File: src/rtl/vga_sprite_compositor_if.sv
// Pixel, slot-descriptor, tile-ROM and composited-output signals of the sprite compositor.
// master = game-state / timing side, slave = the compositor.
interface vga_sprite_compositor_if #(
  parameter int N_SLOTS = 10,
  parameter int X_W     = 10,
  parameter int Y_W     = 9,
  parameter int ADDR_W  = 10
);
  logic                         pix_valid;
  logic [X_W-1:0]               pix_x;
  logic [Y_W-1:0]               pix_y;
  logic                         frame_start;
  logic [N_SLOTS-1:0]           slot_en;
  logic [N_SLOTS-1:0][1:0]      slot_class;
  logic [N_SLOTS-1:0][X_W-1:0]  slot_x;
  logic [N_SLOTS-1:0][Y_W-1:0]  slot_y;
  logic [N_SLOTS-1:0][2:0]      slot_w;
  logic [N_SLOTS-1:0][3:0]      slot_h;
  logic [ADDR_W-1:0]            tile_addr;
  logic [1:0]                   tile_class;
  logic [11:0]                  tile_data;
  logic [11:0]                  bg_rgb;
  logic                         flash_trigger;
  logic [11:0]                  rgb_out;
  logic                         rgb_valid;
  logic [3:0]                   hit_slot;
  logic                         hit_any;

  modport master (
    output pix_valid, pix_x, pix_y, frame_start,
    output slot_en, slot_class, slot_x, slot_y, slot_w, slot_h,
    output tile_data, bg_rgb, flash_trigger,
    input  tile_addr, tile_class, rgb_out, rgb_valid, hit_slot, hit_any
  );

  modport slave (
    input  pix_valid, pix_x, pix_y, frame_start,
    input  slot_en, slot_class, slot_x, slot_y, slot_w, slot_h,
    input  tile_data, bg_rgb, flash_trigger,
    output tile_addr, tile_class, rgb_out, rgb_valid, hit_slot, hit_any
  );
endinterface

File: src/rtl/vga_sprite_compositor.sv
// 3-cycle sprite compositor: slot hit decode -> tile ROM address -> colour-key merge over background.
// Optional damage flash enabled by defining VGA_SPRITE_FLASH_EN.
module vga_sprite_compositor #(
  parameter int          N_SLOTS      = 10,
  parameter int          UNIT_SIZE    = 30,
  parameter int          X_W          = 10,
  parameter int          Y_W          = 9,
  parameter int          ADDR_W       = 10,
  parameter logic [11:0] KEY_COLOR    = 12'hF0F,
  parameter int          FLASH_FRAMES = 32
) (
  input logic                     clk,
  input logic                     rst,
  vga_sprite_compositor_if.slave  bus
);
  localparam int XB = X_W + 5;
  localparam int YB = Y_W + 5;
  localparam logic [X_W-1:0] UX = X_W'(UNIT_SIZE);
  localparam logic [Y_W-1:0] UY = Y_W'(UNIT_SIZE);

  // Shadow descriptor set, latched only on frame_start
  logic [N_SLOTS-1:0]          en_q;
  logic [N_SLOTS-1:0][1:0]     cls_q;
  logic [N_SLOTS-1:0][X_W-1:0] x_q;
  logic [N_SLOTS-1:0][Y_W-1:0] y_q;
  logic [N_SLOTS-1:0][2:0]     w_q;
  logic [N_SLOTS-1:0][3:0]     h_q;

  logic [N_SLOTS-1:0]          en_e;
  logic [N_SLOTS-1:0][1:0]     cls_e;
  logic [N_SLOTS-1:0][X_W-1:0] x_e;
  logic [N_SLOTS-1:0][Y_W-1:0] y_e;
  logic [N_SLOTS-1:0][2:0]     w_e;
  logic [N_SLOTS-1:0][3:0]     h_e;

  // A pixel coinciding with frame_start already sees the incoming set.
  always_comb begin
    en_e  = bus.frame_start ? bus.slot_en    : en_q;
    cls_e = bus.frame_start ? bus.slot_class : cls_q;
    x_e   = bus.frame_start ? bus.slot_x     : x_q;
    y_e   = bus.frame_start ? bus.slot_y     : y_q;
    w_e   = bus.frame_start ? bus.slot_w     : w_q;
    h_e   = bus.frame_start ? bus.slot_h     : h_q;
  end

  always_ff @(posedge clk) begin
    if (rst) begin
      en_q  <= '0;
      cls_q <= '0;
      x_q   <= '0;
      y_q   <= '0;
      w_q   <= '0;
      h_q   <= '0;
    end else if (bus.frame_start) begin
      en_q  <= bus.slot_en;
      cls_q <= bus.slot_class;
      x_q   <= bus.slot_x;
      y_q   <= bus.slot_y;
      w_q   <= bus.slot_w;
      h_q   <= bus.slot_h;
    end
  end

  logic [XB-1:0]      px_ext;
  logic [YB-1:0]      py_ext;
  logic [N_SLOTS-1:0] hit_vec;

  assign px_ext = XB'(bus.pix_x);
  assign py_ext = YB'(bus.pix_y);

  // Widened bounds: sprites running off the right/bottom edge clip instead of wrapping.
  for (genvar gi = 0; gi < N_SLOTS; gi++) begin : g_hit
    logic [XB-1:0] x_lo, x_hi;
    logic [YB-1:0] y_lo, y_hi;
    assign x_lo = XB'(x_e[gi]);
    assign x_hi = x_lo + XB'(w_e[gi]) * XB'(UNIT_SIZE);
    assign y_lo = YB'(y_e[gi]);
    assign y_hi = y_lo + YB'(h_e[gi]) * YB'(UNIT_SIZE);
    assign hit_vec[gi] = bus.pix_valid && en_e[gi] &&
                         (px_ext >= x_lo) && (px_ext < x_hi) &&
                         (py_ext >= y_lo) && (py_ext < y_hi);
  end

  logic           win_hit;
  logic [3:0]     win_idx;
  logic [1:0]     win_cls;
  logic [X_W-1:0] win_x, rel_x, mod_x;
  logic [Y_W-1:0] win_y, rel_y, mod_y;
  logic [ADDR_W-1:0] addr_d;

  always_comb begin
    win_hit = 1'b0;
    win_idx = '0;
    win_cls = '0;
    win_x   = '0;
    win_y   = '0;
    for (int i = N_SLOTS - 1; i >= 0; i--) begin
      if (hit_vec[i]) begin
        win_hit = 1'b1;
        win_idx = 4'(i);
        win_cls = cls_e[i];
        win_x   = x_e[i];
        win_y   = y_e[i];
      end
    end
    rel_x  = bus.pix_x - win_x;
    rel_y  = bus.pix_y - win_y;
    mod_x  = rel_x % UX;
    mod_y  = rel_y % UY;
    addr_d = win_hit ? (ADDR_W'(mod_x) + ADDR_W'(mod_y) * ADDR_W'(UNIT_SIZE)) : '0;
  end

  logic [ADDR_W-1:0] addr_q;
  logic [1:0]        cls1_q;
  logic              v1_q, hit1_q, v2_q, hit2_q;
  logic [3:0]        slot1_q, slot2_q;
  logic [11:0]       rgb_q, rgb_d, sprite_rgb;
  logic              rgb_valid_q, hit_any_q, opaque;
  logic [3:0]        hit_slot_q;

`ifdef VGA_SPRITE_FLASH_EN
  localparam int FC_W = (FLASH_FRAMES < 4) ? 3 : $clog2(FLASH_FRAMES + 1);
  logic [FC_W-1:0] flash_cnt_q;

  always_ff @(posedge clk) begin
    if (rst)
      flash_cnt_q <= '0;
    else if (bus.flash_trigger)
      flash_cnt_q <= FC_W'(FLASH_FRAMES);
    else if (bus.frame_start && (flash_cnt_q != '0))
      flash_cnt_q <= flash_cnt_q - 1'b1;
  end

  assign sprite_rgb = ((flash_cnt_q != '0) && flash_cnt_q[2]) ? 12'hF00 : bus.tile_data;
`else
  logic unused_flash;
  assign unused_flash = bus.flash_trigger;
  assign sprite_rgb   = bus.tile_data;
`endif

  // A keyed winner shows background; lower-priority slots are never consulted.
  assign opaque = hit2_q && (bus.tile_data != KEY_COLOR);
  assign rgb_d  = !v2_q ? 12'h000 : (opaque ? sprite_rgb : bus.bg_rgb);

  always_ff @(posedge clk) begin
    if (rst) begin
      addr_q      <= '0;
      cls1_q      <= '0;
      v1_q        <= 1'b0;
      hit1_q      <= 1'b0;
      slot1_q     <= '0;
      v2_q        <= 1'b0;
      hit2_q      <= 1'b0;
      slot2_q     <= '0;
      rgb_q       <= '0;
      rgb_valid_q <= 1'b0;
      hit_any_q   <= 1'b0;
      hit_slot_q  <= '0;
    end else begin
      addr_q      <= addr_d;
      cls1_q      <= win_hit ? win_cls : 2'b00;
      v1_q        <= bus.pix_valid;
      hit1_q      <= win_hit;
      slot1_q     <= win_idx;
      v2_q        <= v1_q;
      hit2_q      <= hit1_q;
      slot2_q     <= slot1_q;
      rgb_q       <= rgb_d;
      rgb_valid_q <= v2_q;
      hit_any_q   <= v2_q && opaque;
      hit_slot_q  <= v2_q ? slot2_q : 4'd0;
    end
  end

  assign bus.tile_addr  = addr_q;
  assign bus.tile_class = cls1_q;
  assign bus.rgb_out    = rgb_q;
  assign bus.rgb_valid  = rgb_valid_q;
  assign bus.hit_any    = hit_any_q;
  assign bus.hit_slot   = hit_slot_q;
endmodule

File: src/flat_wrapper.sv
// flat-port wrapper written by rule: the top's interface ports become plain ports
module vga_sprite_compositor_flat 
#(
  parameter int          N_SLOTS      = 10,
  parameter int          UNIT_SIZE    = 30,
  parameter int          X_W          = 10,
  parameter int          Y_W          = 9,
  parameter int          ADDR_W       = 10,
  parameter logic [11:0] KEY_COLOR    = 12'hF0F,
  parameter int          FLASH_FRAMES = 32
)
  (clk, rst, bus_pix_valid, bus_pix_x, bus_pix_y, bus_frame_start, bus_slot_en, bus_slot_class, bus_slot_x, bus_slot_y, bus_slot_w, bus_slot_h, bus_tile_data, bus_bg_rgb, bus_flash_trigger, bus_tile_addr, bus_tile_class, bus_rgb_out, bus_rgb_valid, bus_hit_slot, bus_hit_any);
  vga_sprite_compositor_if #(.N_SLOTS(N_SLOTS), .X_W(X_W), .Y_W(Y_W), .ADDR_W(ADDR_W)) bus_i ();
  input logic clk;
  input logic rst;
  input wire logic [$bits(bus_i.pix_valid)-1:0] bus_pix_valid;
  input wire logic [$bits(bus_i.pix_x)-1:0] bus_pix_x;
  input wire logic [$bits(bus_i.pix_y)-1:0] bus_pix_y;
  input wire logic [$bits(bus_i.frame_start)-1:0] bus_frame_start;
  input wire logic [$bits(bus_i.slot_en)-1:0] bus_slot_en;
  input wire logic [$bits(bus_i.slot_class)-1:0] bus_slot_class;
  input wire logic [$bits(bus_i.slot_x)-1:0] bus_slot_x;
  input wire logic [$bits(bus_i.slot_y)-1:0] bus_slot_y;
  input wire logic [$bits(bus_i.slot_w)-1:0] bus_slot_w;
  input wire logic [$bits(bus_i.slot_h)-1:0] bus_slot_h;
  input wire logic [$bits(bus_i.tile_data)-1:0] bus_tile_data;
  input wire logic [$bits(bus_i.bg_rgb)-1:0] bus_bg_rgb;
  input wire logic [$bits(bus_i.flash_trigger)-1:0] bus_flash_trigger;
  output wire logic [$bits(bus_i.tile_addr)-1:0] bus_tile_addr;
  output wire logic [$bits(bus_i.tile_class)-1:0] bus_tile_class;
  output wire logic [$bits(bus_i.rgb_out)-1:0] bus_rgb_out;
  output wire logic [$bits(bus_i.rgb_valid)-1:0] bus_rgb_valid;
  output wire logic [$bits(bus_i.hit_slot)-1:0] bus_hit_slot;
  output wire logic [$bits(bus_i.hit_any)-1:0] bus_hit_any;
  assign bus_i.pix_valid = bus_pix_valid;
  assign bus_i.pix_x = bus_pix_x;
  assign bus_i.pix_y = bus_pix_y;
  assign bus_i.frame_start = bus_frame_start;
  assign bus_i.slot_en = bus_slot_en;
  assign bus_i.slot_class = bus_slot_class;
  assign bus_i.slot_x = bus_slot_x;
  assign bus_i.slot_y = bus_slot_y;
  assign bus_i.slot_w = bus_slot_w;
  assign bus_i.slot_h = bus_slot_h;
  assign bus_i.tile_data = bus_tile_data;
  assign bus_i.bg_rgb = bus_bg_rgb;
  assign bus_i.flash_trigger = bus_flash_trigger;
  assign bus_tile_addr = bus_i.tile_addr;
  assign bus_tile_class = bus_i.tile_class;
  assign bus_rgb_out = bus_i.rgb_out;
  assign bus_rgb_valid = bus_i.rgb_valid;
  assign bus_hit_slot = bus_i.hit_slot;
  assign bus_hit_any = bus_i.hit_any;
  vga_sprite_compositor #(.N_SLOTS(N_SLOTS), .UNIT_SIZE(UNIT_SIZE), .X_W(X_W), .Y_W(Y_W), .ADDR_W(ADDR_W), .KEY_COLOR(KEY_COLOR), .FLASH_FRAMES(FLASH_FRAMES)) u_core (.clk(clk), .rst(rst), .bus(bus_i));
endmodule
File: config.mk
export PLATFORM = sky130hd
export DESIGN_NAME = vga_sprite_compositor_flat
export DESIGN_NICKNAME = d
export VERILOG_FILES = /design/src/rtl/vga_sprite_compositor_if.sv /design/src/rtl/vga_sprite_compositor.sv /design/src/flat_wrapper.sv
export SDC_FILE = /design/constraint.sdc
export NUM_CORES = 1
export LEC_CHECK = 0
export BUFFER_PORTS_ARGS = -buffer_cell sky130_fd_sc_hd__buf_4
export CORE_ASPECT_RATIO = 1.2
export CORE_UTILIZATION = 36
export CTS_CLUSTER_DIAMETER = 120
export DETAILED_ROUTE_END_ITERATION = 7
export SKIP_CTS_REPAIR_TIMING = 1
export SYNTH_ARGS = -nofsm -noshare
export SYNTH_HDL_FRONTEND = slang
export SYNTH_SLANG_ARGS = --single-unit
File: constraint.sdc
create_clock -name clk -period 27 [get_ports clk]
set_input_delay 1.35 -clock clk [delete_from_list [all_inputs] [get_ports clk]]
set_output_delay 1.35 -clock clk [all_outputs]
set_load 0.01 [all_outputs]
==> impl_metrics.env <==
export IMPL_p_seq_share_pct=11.0
export IMPL_ant_nets=0
export IMPL_status="completed"
export IMPL_vias=31200
export IMPL_ys_seq_area_share_pct=18.26
export IMPL_path_clk_slew_ns=0.06
export IMPL_slowest_delay_ns=0.72
export IMPL_finalPower_mw=4.829
export IMPL_path_class="primary input to flop"
export IMPL_synth_avg_cell_area_um2=8.656
export IMPL_holdWs_ns=0.4408
export IMPL_peakVddDrop_mv=0.3940
export IMPL_core_area_um2=100100
export IMPL_synth_area_leaders="ha_1 (25%), dfxtp_1 (18%), mux2i_1 (7.2%)"
export IMPL_finClkSkew_ns=0.03060
export IMPL_ys_async_sr_fraction_pct=0
export IMPL_start_util_pct=36.36
export IMPL_nets=5714
export IMPL_setup_tns_ns=0
export IMPL_finalWirelength_um=117300
export IMPL_synth_top_flop_cell="dfxtp_1"
export IMPL_min_path_type="flop to flop"
export IMPL_grt_first_pass_wirelength_um=177400
export IMPL_setup_viol=0
export IMPL_area_delta_synth_final_pct=15.74
export IMPL_p_int_mw=2.600
export IMPL_drt_initial_drc_count=1867
export IMPL_drive_gt1_share_pct=12.81
export IMPL_leakage_nw=21.55
export IMPL_cp_required_ns=27.53
export IMPL_port_buffers=366
export IMPL_path_max_fanout=65
export IMPL_hold_violations=0
export IMPL_io_pins=368
export IMPL_syn_area_um2=36400
export IMPL_fin_crit_ns=19.08
export IMPL_die_x_um=292.3
export IMPL_crit_top_cell="inv_1"
export IMPL_p_sw_mw=2.229
export IMPL_end_kind="flop"
export IMPL_antenna_found_initial=2
export IMPL_synth_edf_count=0
export IMPL_ys_ff_latch=332
export IMPL_synthCells=4205
export IMPL_post_dp_hpwl_um=92920
export IMPL_synth_area_leader_cell="ha_1"
export IMPL_critPathLaunchType="primary input"
export IMPL_power_per_cell_area_nw_per_um2=114.6
export IMPL_combPwrFrac_pct=76.3
export IMPL_fmaxAchievable_mhz=52.41
export IMPL_switching_share_pct=46.16
export IMPL_grt_usage_pct=22.60
export IMPL_grt_overflow=0
export IMPL_dieArea_um2=102400
export IMPL_cts_buffers=43
export IMPL_tightest_slew_ns=1.048
export IMPL_crit_slowest_cell="buf_4"
export IMPL_grt_max_degree=106
export IMPL_drv_cap=0
export IMPL_htreeDepth=2
export IMPL_rows=127
export IMPL_drc_errors=0
export IMPL_synth_cell_type_count=106
export IMPL_ys_warn_count=0
export IMPL_grt_pass1_vias=30460
export IMPL_rsz0062_at_grt="no"
export IMPL_worstPathArrival_ns=19.61
export IMPL_fin_crit_sh_pct=70.67
export IMPL_yosysMostFrequentCell="ha_1"
export IMPL_clockPowerShare_pct=12.8
export IMPL_die_height_um=350.3
export IMPL_ctsRootBufferMaster="clkbuf_16"
export IMPL_clock_latency_ns=0.61
export IMPL_synth_commonest_cells="ha_1 (718), inv_1 (492), nor2_1 (419)"
export IMPL_routed_via_density=5.316
export IMPL_gp_congestion=0.9095
export IMPL_routedWlPerCell_um=19.99
export IMPL_slew_viol_final=0
export IMPL_synth_top_area_share_pct=24.68
export IMPL_drtPass1Iterations=6
export IMPL_cts_num_sinks=332
export IMPL_cts_max_path_buffers=3
export IMPL_relSlewSlack_pct=30.01
export IMPL_tritoncts="done"
==> flip-flops by register name, indices dropped and copies added, names as in the netlist, 2 cells and up <==
name,count
u_core.slot2_q,4
u_core.bus.tile_addr,10
u_core.w_q,30
u_core.slot1_q,4
u_core.h_q,40
u_core.x_q,100
u_core.bus.tile_class,2
u_core.en_q,10
u_core.bus.rgb_out,12
u_core.y_q,90
u_core.cls_q,20
u_core.bus.hit_slot,4
==> worst max-delay path: cells and delay by family <==
| family | cells | cell delay [ns] |
|---|---|---|
| compound gates | 30 | 7.04 |
| fa+ha+maj | 11 | 4.41 |
| simple gates | 13 | 3.01 |
| buf+inv | 10 | 2.04 |
| xor+xnor | 5 | 1.07 |
| mux | 1 | 0.55 |
==> worst paths after layout <==
| kind | end | cells after the start | start | slack (ns) |
|---|---|---|---|---|
| worst min register to register | u_core.slot2_q[3] | 1 | u_core.slot1_q[3] | 0.44 |
| worst max-delay path | u_core.bus.tile_addr[9] | 70 | bus_frame_start | 7.92 |
| worst max register to register | u_core.bus.tile_addr[9] | 68 | u_core.h_q[37] | 9.86 |
| worst min-delay path | u_core.slot2_q[3] | 1 | u_core.slot1_q[3] | 0.44 |
==> cells in the final DEF (no fill, tap or decap), types with 9 or more instances in the layout <==
cell type,count
a2111oi_0,10
a211o_1,14
a211oi_1,40
a21o_1,124
a21oi_1,256
a221oi_1,24
a31oi_1,20
and2_1,51
and3_1,15
buf_4,409
clkbuf_16,44
dfxtp_1,332
fa_1,114
ha_1,718
inv_1,491
mux2_2,44
mux2i_1,262
nand2_1,136
nand2b_1,46
nand3_1,37
nand4_1,13
nand4b_1,9
nor2_1,418
nor2b_1,63
nor3_1,39
nor4_1,10
o2111ai_1,18
o211ai_1,65
o21a_1,33
o21ai_0,206
o21bai_1,34
o22ai_1,10
o311ai_0,18
or2_2,15
or4_1,17
xnor2_1,140
xor2_1,84
==> power by group through the flow <==
stage	combinational (mW)	sequential (mW)	clock [mW]
2_1_floorplan	2.98	0.539	0
3_3_place_gp	3.58	0.539	0
3_5_place_dp	3.66	0.540	0
4_1_cts	3.71	0.529	0.633
5_1_grt	4.18	0.531	0.650
6_report	3.68	0.529	0.617
==> stage by stage <==
| stage | instance area, um^2 | std cells | setup slack, ns | utilization (%) |
|---|---|---|---|---|
| after floorplan | 36400 | 4206 | 7.336 | - |
| after global placement | 40640 | 5789 | 7.787 | 40.60 |
| after detailed placement | 40640 | 5789 | 7.534 | 40.60 |
| after CTS | 42120 | 5866 | 8.100 | 42.07 |
| after global routing | 42120 | 5867 | 6.825 | 42.08 |
| final | 42130 | 5868 | 7.920 | 42.08 |
==> layout make-up <==
| class | instances | area (um^2) |
|---|---|---|
| fill | 10080 | 57980 |
| timing repair buffer | 412 | 3119 |
| inverter | 492 | 1847 |
| clock buffer | 56 | 1206 |
| multi-input combinational | 3263 | 27420 |
| clock inverter | 21 | 271.5 |
| tap | 1290 | 1614 |
| sequential | 332 | 6646 |
| antenna | 2 | 5.005 |
==> layer usage <==
metal / wire length (um) / vias up / GRT usage [%]
met1: 51470 / 14770 / 28.68
met2: 54900 / 750 / 38.56
li1: - / 15490 / -
met4: 4863 / 0 / 8.901
met3: 6081 / 188 / 3.129
met5: 0 / - / 0
==> logic make-up after synthesis <==
family          Yosys count  share of synthesized area [%]
simple gates            912                          12.10
buf+inv                 611                          6.511
other cells               1                        0.01030
fa+ha+maj               833                          30.98
compound gates          980                          17.88
flops                   332                          18.26
mux                     308                          8.642
xor+xnor                228                          5.624
Power figures use the tool's default switching activity.
